### src/rtl/ctrl_mod_fac_seq.sv
// ctrl_mod_fac_seq
// Sequences multiplier-value groups for a factor multiplier. Each en strobe
// from the upstream stage launches one group: the block pulses en_fac (and
// the identical alert_mod handshake) and presents the registered group index
// on mul_val_sel. After group N_GRP-1 the index wraps and frame_done pulses.
// A frame left idle for too long, or cut short by clr, is dropped; abort
// pulses only when a partial frame (index not 0) is thrown away.
//
// Parameters:
//   N_GRP   - groups per frame (2..16)
//   TIMEOUT - en-free idle count in RUN that abandons the frame (1..255)
//
// Ports:
//   clk         - clock, rising edge
//   rstn        - asynchronous active-low reset
//   en          - one-cycle group-start strobe
//   clr         - synchronous abort, has priority over en
//   en_fac      - registered enable pulse to the factor multiplier
//   mul_val_sel - registered group index (always < N_GRP)
//   alert_mod   - registered handshake pulse, identical to en_fac
//   frame_done  - registered pulse when group N_GRP-1 completes
//   abort       - registered pulse when a partial frame is dropped
//   busy        - high while the registered state is RUN

module ctrl_mod_fac_seq #(
  parameter int N_GRP   = 2,
  parameter int TIMEOUT = 3,
  localparam int SEL_W  = (N_GRP > 2) ? $clog2(N_GRP) : 1
) (
  input  logic             clk,
  input  logic             rstn,
  input  logic             en,
  input  logic             clr,
  output logic             en_fac,
  output logic [SEL_W-1:0] mul_val_sel,
  output logic             alert_mod,
  output logic             frame_done,
  output logic             abort,
  output logic             busy
);

  typedef enum logic {
    IDLE = 1'b0,
    RUN  = 1'b1
  } state_t;

  localparam logic [SEL_W-1:0] LAST_SEL = SEL_W'(N_GRP - 1);
  localparam logic [7:0]       TO_CNT   = 8'(TIMEOUT);

  state_t           state, state_n;
  logic [SEL_W-1:0] sel_n;
  logic [7:0]       idle_cnt, idle_cnt_n;
  logic             pulse_n;
  logic             done_n;
  logic             abort_n;

  // State and all outputs are registered; busy is a direct decode of the
  // state register, so no input reaches an output combinationally.
  always_ff @(posedge clk or negedge rstn) begin
    if (!rstn) begin
      state       <= IDLE;
      mul_val_sel <= '0;
      idle_cnt    <= '0;
      en_fac      <= 1'b0;
      alert_mod   <= 1'b0;
      frame_done  <= 1'b0;
      abort       <= 1'b0;
    end else begin
      state       <= state_n;
      mul_val_sel <= sel_n;
      idle_cnt    <= idle_cnt_n;
      en_fac      <= pulse_n;
      alert_mod   <= pulse_n;
      frame_done  <= done_n;
      abort       <= abort_n;
    end
  end

  assign busy = (state == RUN);

  always_comb begin
    state_n    = state;
    sel_n      = mul_val_sel;
    idle_cnt_n = idle_cnt;
    pulse_n    = 1'b0;
    done_n     = 1'b0;
    abort_n    = 1'b0;

    if (clr) begin
      // clr overrides en in every state; only a partial frame in RUN aborts.
      state_n    = IDLE;
      sel_n      = '0;
      idle_cnt_n = '0;
      abort_n    = (state == RUN) && (mul_val_sel != '0);
    end else begin
      unique case (state)
        IDLE: begin
          if (en) begin
            state_n    = RUN;
            sel_n      = '0;
            idle_cnt_n = '0;
            pulse_n    = 1'b1;
          end
        end

        RUN: begin
          if (en) begin
            // en beats a timeout that would fire in the same cycle.
            pulse_n    = 1'b1;
            idle_cnt_n = '0;
            if (mul_val_sel == LAST_SEL) begin
              sel_n  = '0;
              done_n = 1'b1;
            end else begin
              sel_n = mul_val_sel + 1'b1;
            end
          end else if (idle_cnt == TO_CNT) begin
            state_n    = IDLE;
            sel_n      = '0;
            idle_cnt_n = '0;
            abort_n    = (mul_val_sel != '0);
          end else if (idle_cnt != '1) begin
            idle_cnt_n = idle_cnt + 8'd1;
          end
        end

        default: begin
          state_n = IDLE;
          sel_n   = '0;
        end
      endcase
    end
  end

endmodule

### config.mk
export PLATFORM = sky130hd
export DESIGN_NAME = ctrl_mod_fac_seq
export DESIGN_NICKNAME = d
export VERILOG_FILES = /design/src/rtl/ctrl_mod_fac_seq.sv
export SDC_FILE = /design/constraint.sdc
export NUM_CORES = 1
export LEC_CHECK = 0
export BUFFER_PORTS_ARGS = -buffer_cell sky130_fd_sc_hd__buf_2
export CORE_UTILIZATION = 40
export CTS_CLUSTER_DIAMETER = 100
export CTS_CLUSTER_SIZE = 16
export DETAILED_ROUTE_END_ITERATION = 10
export PLACE_DENSITY = 0.62
export SLEW_MARGIN = 20
export SYNTH_ARGS = -nofsm -noshare
export SYNTH_HDL_FRONTEND = slang
export SYNTH_SLANG_ARGS = --single-unit
### constraint.sdc
create_clock -name clk -period 4.85 [get_ports clk]
set_input_delay 0.97 -clock clk [delete_from_list [all_inputs] [get_ports clk]]
set_output_delay 0.97 -clock clk [all_outputs]
set_load 0.05 [all_outputs]
Word-level counts from Yosys, hierarchy flattened. Index checks and enable logic that the tools add are counted.

Add/sub/neg operators: 2. Equal/unequal tests: 5. Muxes and demuxes: 26. Bitwise gates (word level): 1. Reduce and logical (&&, ||, !) cells: 3.

Operator list (number): $mux W8 (5); $mux W1 (18); $pmux W8 S2 (1); $add A8 B1 Y8 const B (1); $eq A8 B2 Y1 const B (1); $ne A8 B8 Y1 const B (1); $ne A5 B3 Y1 const B (1); $ne A4 B3 Y1 const B (1); $pmux W1 S2 (2); $reduce_and A2 Y1 (2); $ne A3 B3 Y1 const B (1); $add A1 B1 Y1 const B (1); $logic_and A1 B1 Y1 (1); $not A1 Y1 (1).

Register bits after elaboration: 13. Bits of input ports: 4. Output and inout bits: 6. Word-level logic and storage cells: 43.

Depth between registers and ports, before layout.
Word-level depth: 6. Mapped depth: 5. Gate-level depth less buffers: 5.

Worst setup path before layout. No wires, ideal clock.

Path type: input-to-reg. Start point: input port clr. End point: register idle_cnt[7]. Setup time: 126 ps. Data arrival time: 1761 ps. Required time: 4724 ps. Slack: 2963 ps. Stages on the path: 4. Buffers on the path: 1. Path through: clkbuf_1 -> o311a_1 -> a41oi_1 -> nor3_1.

Word-level cells in the longest chain between the ends: 2. Elaborated cells between the ends (all ways): 4. Classes of those cells: eq/ne: 2; mux: 1; reduce/logical: 1.

Ends and longest elaborated chain: from (decl) (RTL line 33) `input logic clr,`; $ne A5 B3 Y1 (no source line) or $ne A3 B3 Y1 (tied branches); $reduce_and A2 Y1 (no source line); to (signal assigned) (RTL line 71) `idle_cnt <= idle_cnt_n;`; to (decl) (RTL line 52) `logic [7:0] idle_cnt, idle_cnt_n;`.

Several ways; a longest one is shown, not always the timed one. A chain may end at the register's enable or synchronous reset.

Worst setup path in the final report.
Start point: register state (netlist: busy). End point: output port busy.

RTL lines: from (decl) (RTL line 50) `state_t state, state_n;`; from (signal assigned) (RTL line 69) `state <= state_n;`; to (decl) (RTL line 39) `output logic busy`.

No word-level cell between the ends.

==> out/qor.txt <==
post-synthesis cell area: 678 um2
Post-DRT Antenna Nets: 0
antenna violations before repair: 0
unrepaired setup endpoints after global routing: false
status: finished clean
DR DRC count: 0
final WL: 1.42 mm
max-cap viol count: 0
crit-path leading delay family: flip-flops
total global routing overflow: 0
WL/cell: 14.8 um
most common cell after layout, fill and taps aside: dfrtp_1
first-pass GRT wire length: 2.42 mm
critical path cell sequence: buf_2
Total Power: 203 uW
Worst Path Max Fanout: 10
worst path bufs/invs: 1
Layout Nets: 87
PD cells: 269 nW/um2
commonest non-fill, non-tap cells in the layout: 13 x dfrtp_1, 9 x buf_2, 6 x a21oi_1
IO Port Bufs: 9
vias in the first global route: 488
Num Clock Sinks: 13
Data arrival, critical path: 1.11 ns
CTS tree: built
DRT iter0 DRCs: 28
Post-CTS Hold Buffers: 0
clock skew: 0.00503 ns
share of layout cells above drive strength 1: 0.175
minimum clock period: 2.08 ns
H-tree Lvls: 1
critical path's slowest cell: dfrtp_1
FP Rows: 14
VDD IR-drop max: 0.175 mV
setup ws final: 2.77 ns
Die Y: 43.2 um
core area: 1540 um2
CP Class: flop to output pin
Critical Path End Type: output pin
final setup violation count: 0
worst slew pin tran: 0.633 ns
CTS resizes: 0
clk_lat worst skew: 0.28 ns
post-synthesis register bit count: 13
Yosys cell types: 27
Total GRT Usage: 0.180
synthesized instance count: 70
diode count: 0
Placed Instances: 92
Placer Congestion: 0.844
worst hold-check path type: flop to flop
setup TNS: 0 ns
# fillers: 139
Num CTS Buffers: 3
startpoint types: flop
worst path required time: 3.88 ns
postcts setup bufs: 0
DR pass1 iterations: 4
via count: 583
# IOs: 10
Final Cycle Share: 0.428
total die area: 1860 um2
die width: 43.2 um
Initial Util: 0.440
Non-Filler Instances: 96
syn_area_per_cell: 9.69 um2
CTS clk-pin slew, worst paths: 0.08 ns
static leakage: 0.342 nW
Vias/cell: 6.07
Synth Warn #: 0
dpl hpwl: 1.02 mm
Post-Layout Inst Area: 754 um2
Slew headroom: 0.574
Critical Path Max Stage Delay: 0.51 ns
dpl ws: 2.86 ns
Max Freq: 482 MHz
Slew Limit Fails: 0
largest net degree at the start of global routing: 14
Area growth syn-to-layout: 11.3%
Placed Area: 728 um2
clk root buf: clkbuf_4
Clock Tree Buf Depth: 2
Final Hold Vio Count: 0
sequential area share after synthesis: 0.480
Mapped Nets: 76
path summary, 6_finish.rpt:
| check | end | slack, ns | depth (start not counted) | from |
|---|---|---|---|---|
| min in group asynchronous | idle_cnt[7] | 0.56 | 1 | rstn |
| min reg2reg | mul_val_sel | 0.50 | 1 | mul_val_sel |
| max reg2reg | mul_val_sel | 2.86 | 5 | idle_cnt[0] |
| max in group asynchronous | idle_cnt[5] | 4.07 | 1 | rstn |
| min | mul_val_sel | 0.50 | 1 | mul_val_sel |
| max | busy | 2.77 | 1 | busy |
report_power, final:
part / internal [mW] / total, mW / leakage, nW / switching [mW]
Clock: 0.0319 / 0.0687 / 0.0150 / 0.0368
Sequential: 0.110 / 0.113 / 0.178 / 0.00258
Combinational: 0.00455 / 0.0214 / 0.149 / 0.0168
registers in the layout, summed over array words and instances, names as in the netlist:
| signal | flops |
|---|---|
| mul_val_sel | 1 |
| abort | 1 |
| alert_mod | 1 |
| frame_done | 1 |
| idle_cnt | 8 |
| busy | 1 |
area by class of cell:
| type | instances | area (um2) | share of cell area |
|---|---|---|---|
| multi-input combinational | 51 | 327 | 0.433 |
| sequential | 13 | 325 | 0.431 |
| timing repair buffer | 9 | 45.0 | 0.0597 |
| clock buffer | 4 | 26.3 | 0.0348 |
| tap | 16 | 20.0 | 0.0265 |
| inverter | 3 | 11.3 | 0.0149 |
per-stage QoR:
step	hold slack, ns	utilization
2_1_floorplan	0.538	-
3_3_place_gp	0.483	0.472
3_5_place_dp	0.494	0.472
4_1_cts	0.508	0.489
5_1_grt	0.552	0.489
6_report	0.504	0.489
synthesized netlist by cell type, drive strengths merged:
cell	count	area [um2]
ha	2	25.0
a41oi	1	8.76
nor4	1	6.26
o31ai	1	7.51
and3	2	12.5
or4	1	11.3
or3	3	18.8
o311a	1	10.0
a311oi	1	8.76
nand3	5	25.0
nand3b	1	7.51
nand2	5	18.8
inv	3	11.3
nand2b	1	6.26
o21ai	5	36.3
dfrtp	13	325
a21oi	6	30.0
nand4	1	6.26
nor3	5	25.0
mux2i	2	20.0
nor2	4	15.0
buf	1	7.51
o311ai	1	8.76
a2111oi	1	8.76
clkbuf	2	7.51
or4b	1	10.0
metal layers:
| layer | wire length (um) | share of wire | GRT usage |
|---|---|---|---|
| met1 | 672 | 0.47 | 0.234 |
| met2 | 642 | 0.45 | 0.260 |
| met3 | 90 | 0.063 | 0.0766 |
| met4 | 18 | 0.013 | 0.0727 |
| met5 | 0 | 0 | 0 |
cells by family (layout without fill, tap and decap cells):
kind of cell,after synthesis,after routing,share of synthesized area
fa+ha+maj,2,2,0.0369
compound gates,17,17,0.175
mux,2,2,0.0295
flops,13,13,0.480
buf+inv,6,16,0.0388
simple gates,30,30,0.240
worst reg2reg max path, cell delays in order, from the launching register on:
cell and delay, ns:
dfrtp_1 0.42, ha_1 0.19, or4b_1 0.46, or4_4 0.48, o21ai_4 0.21, mux2i_1 0.10
(Power assumes the default switching activity.)
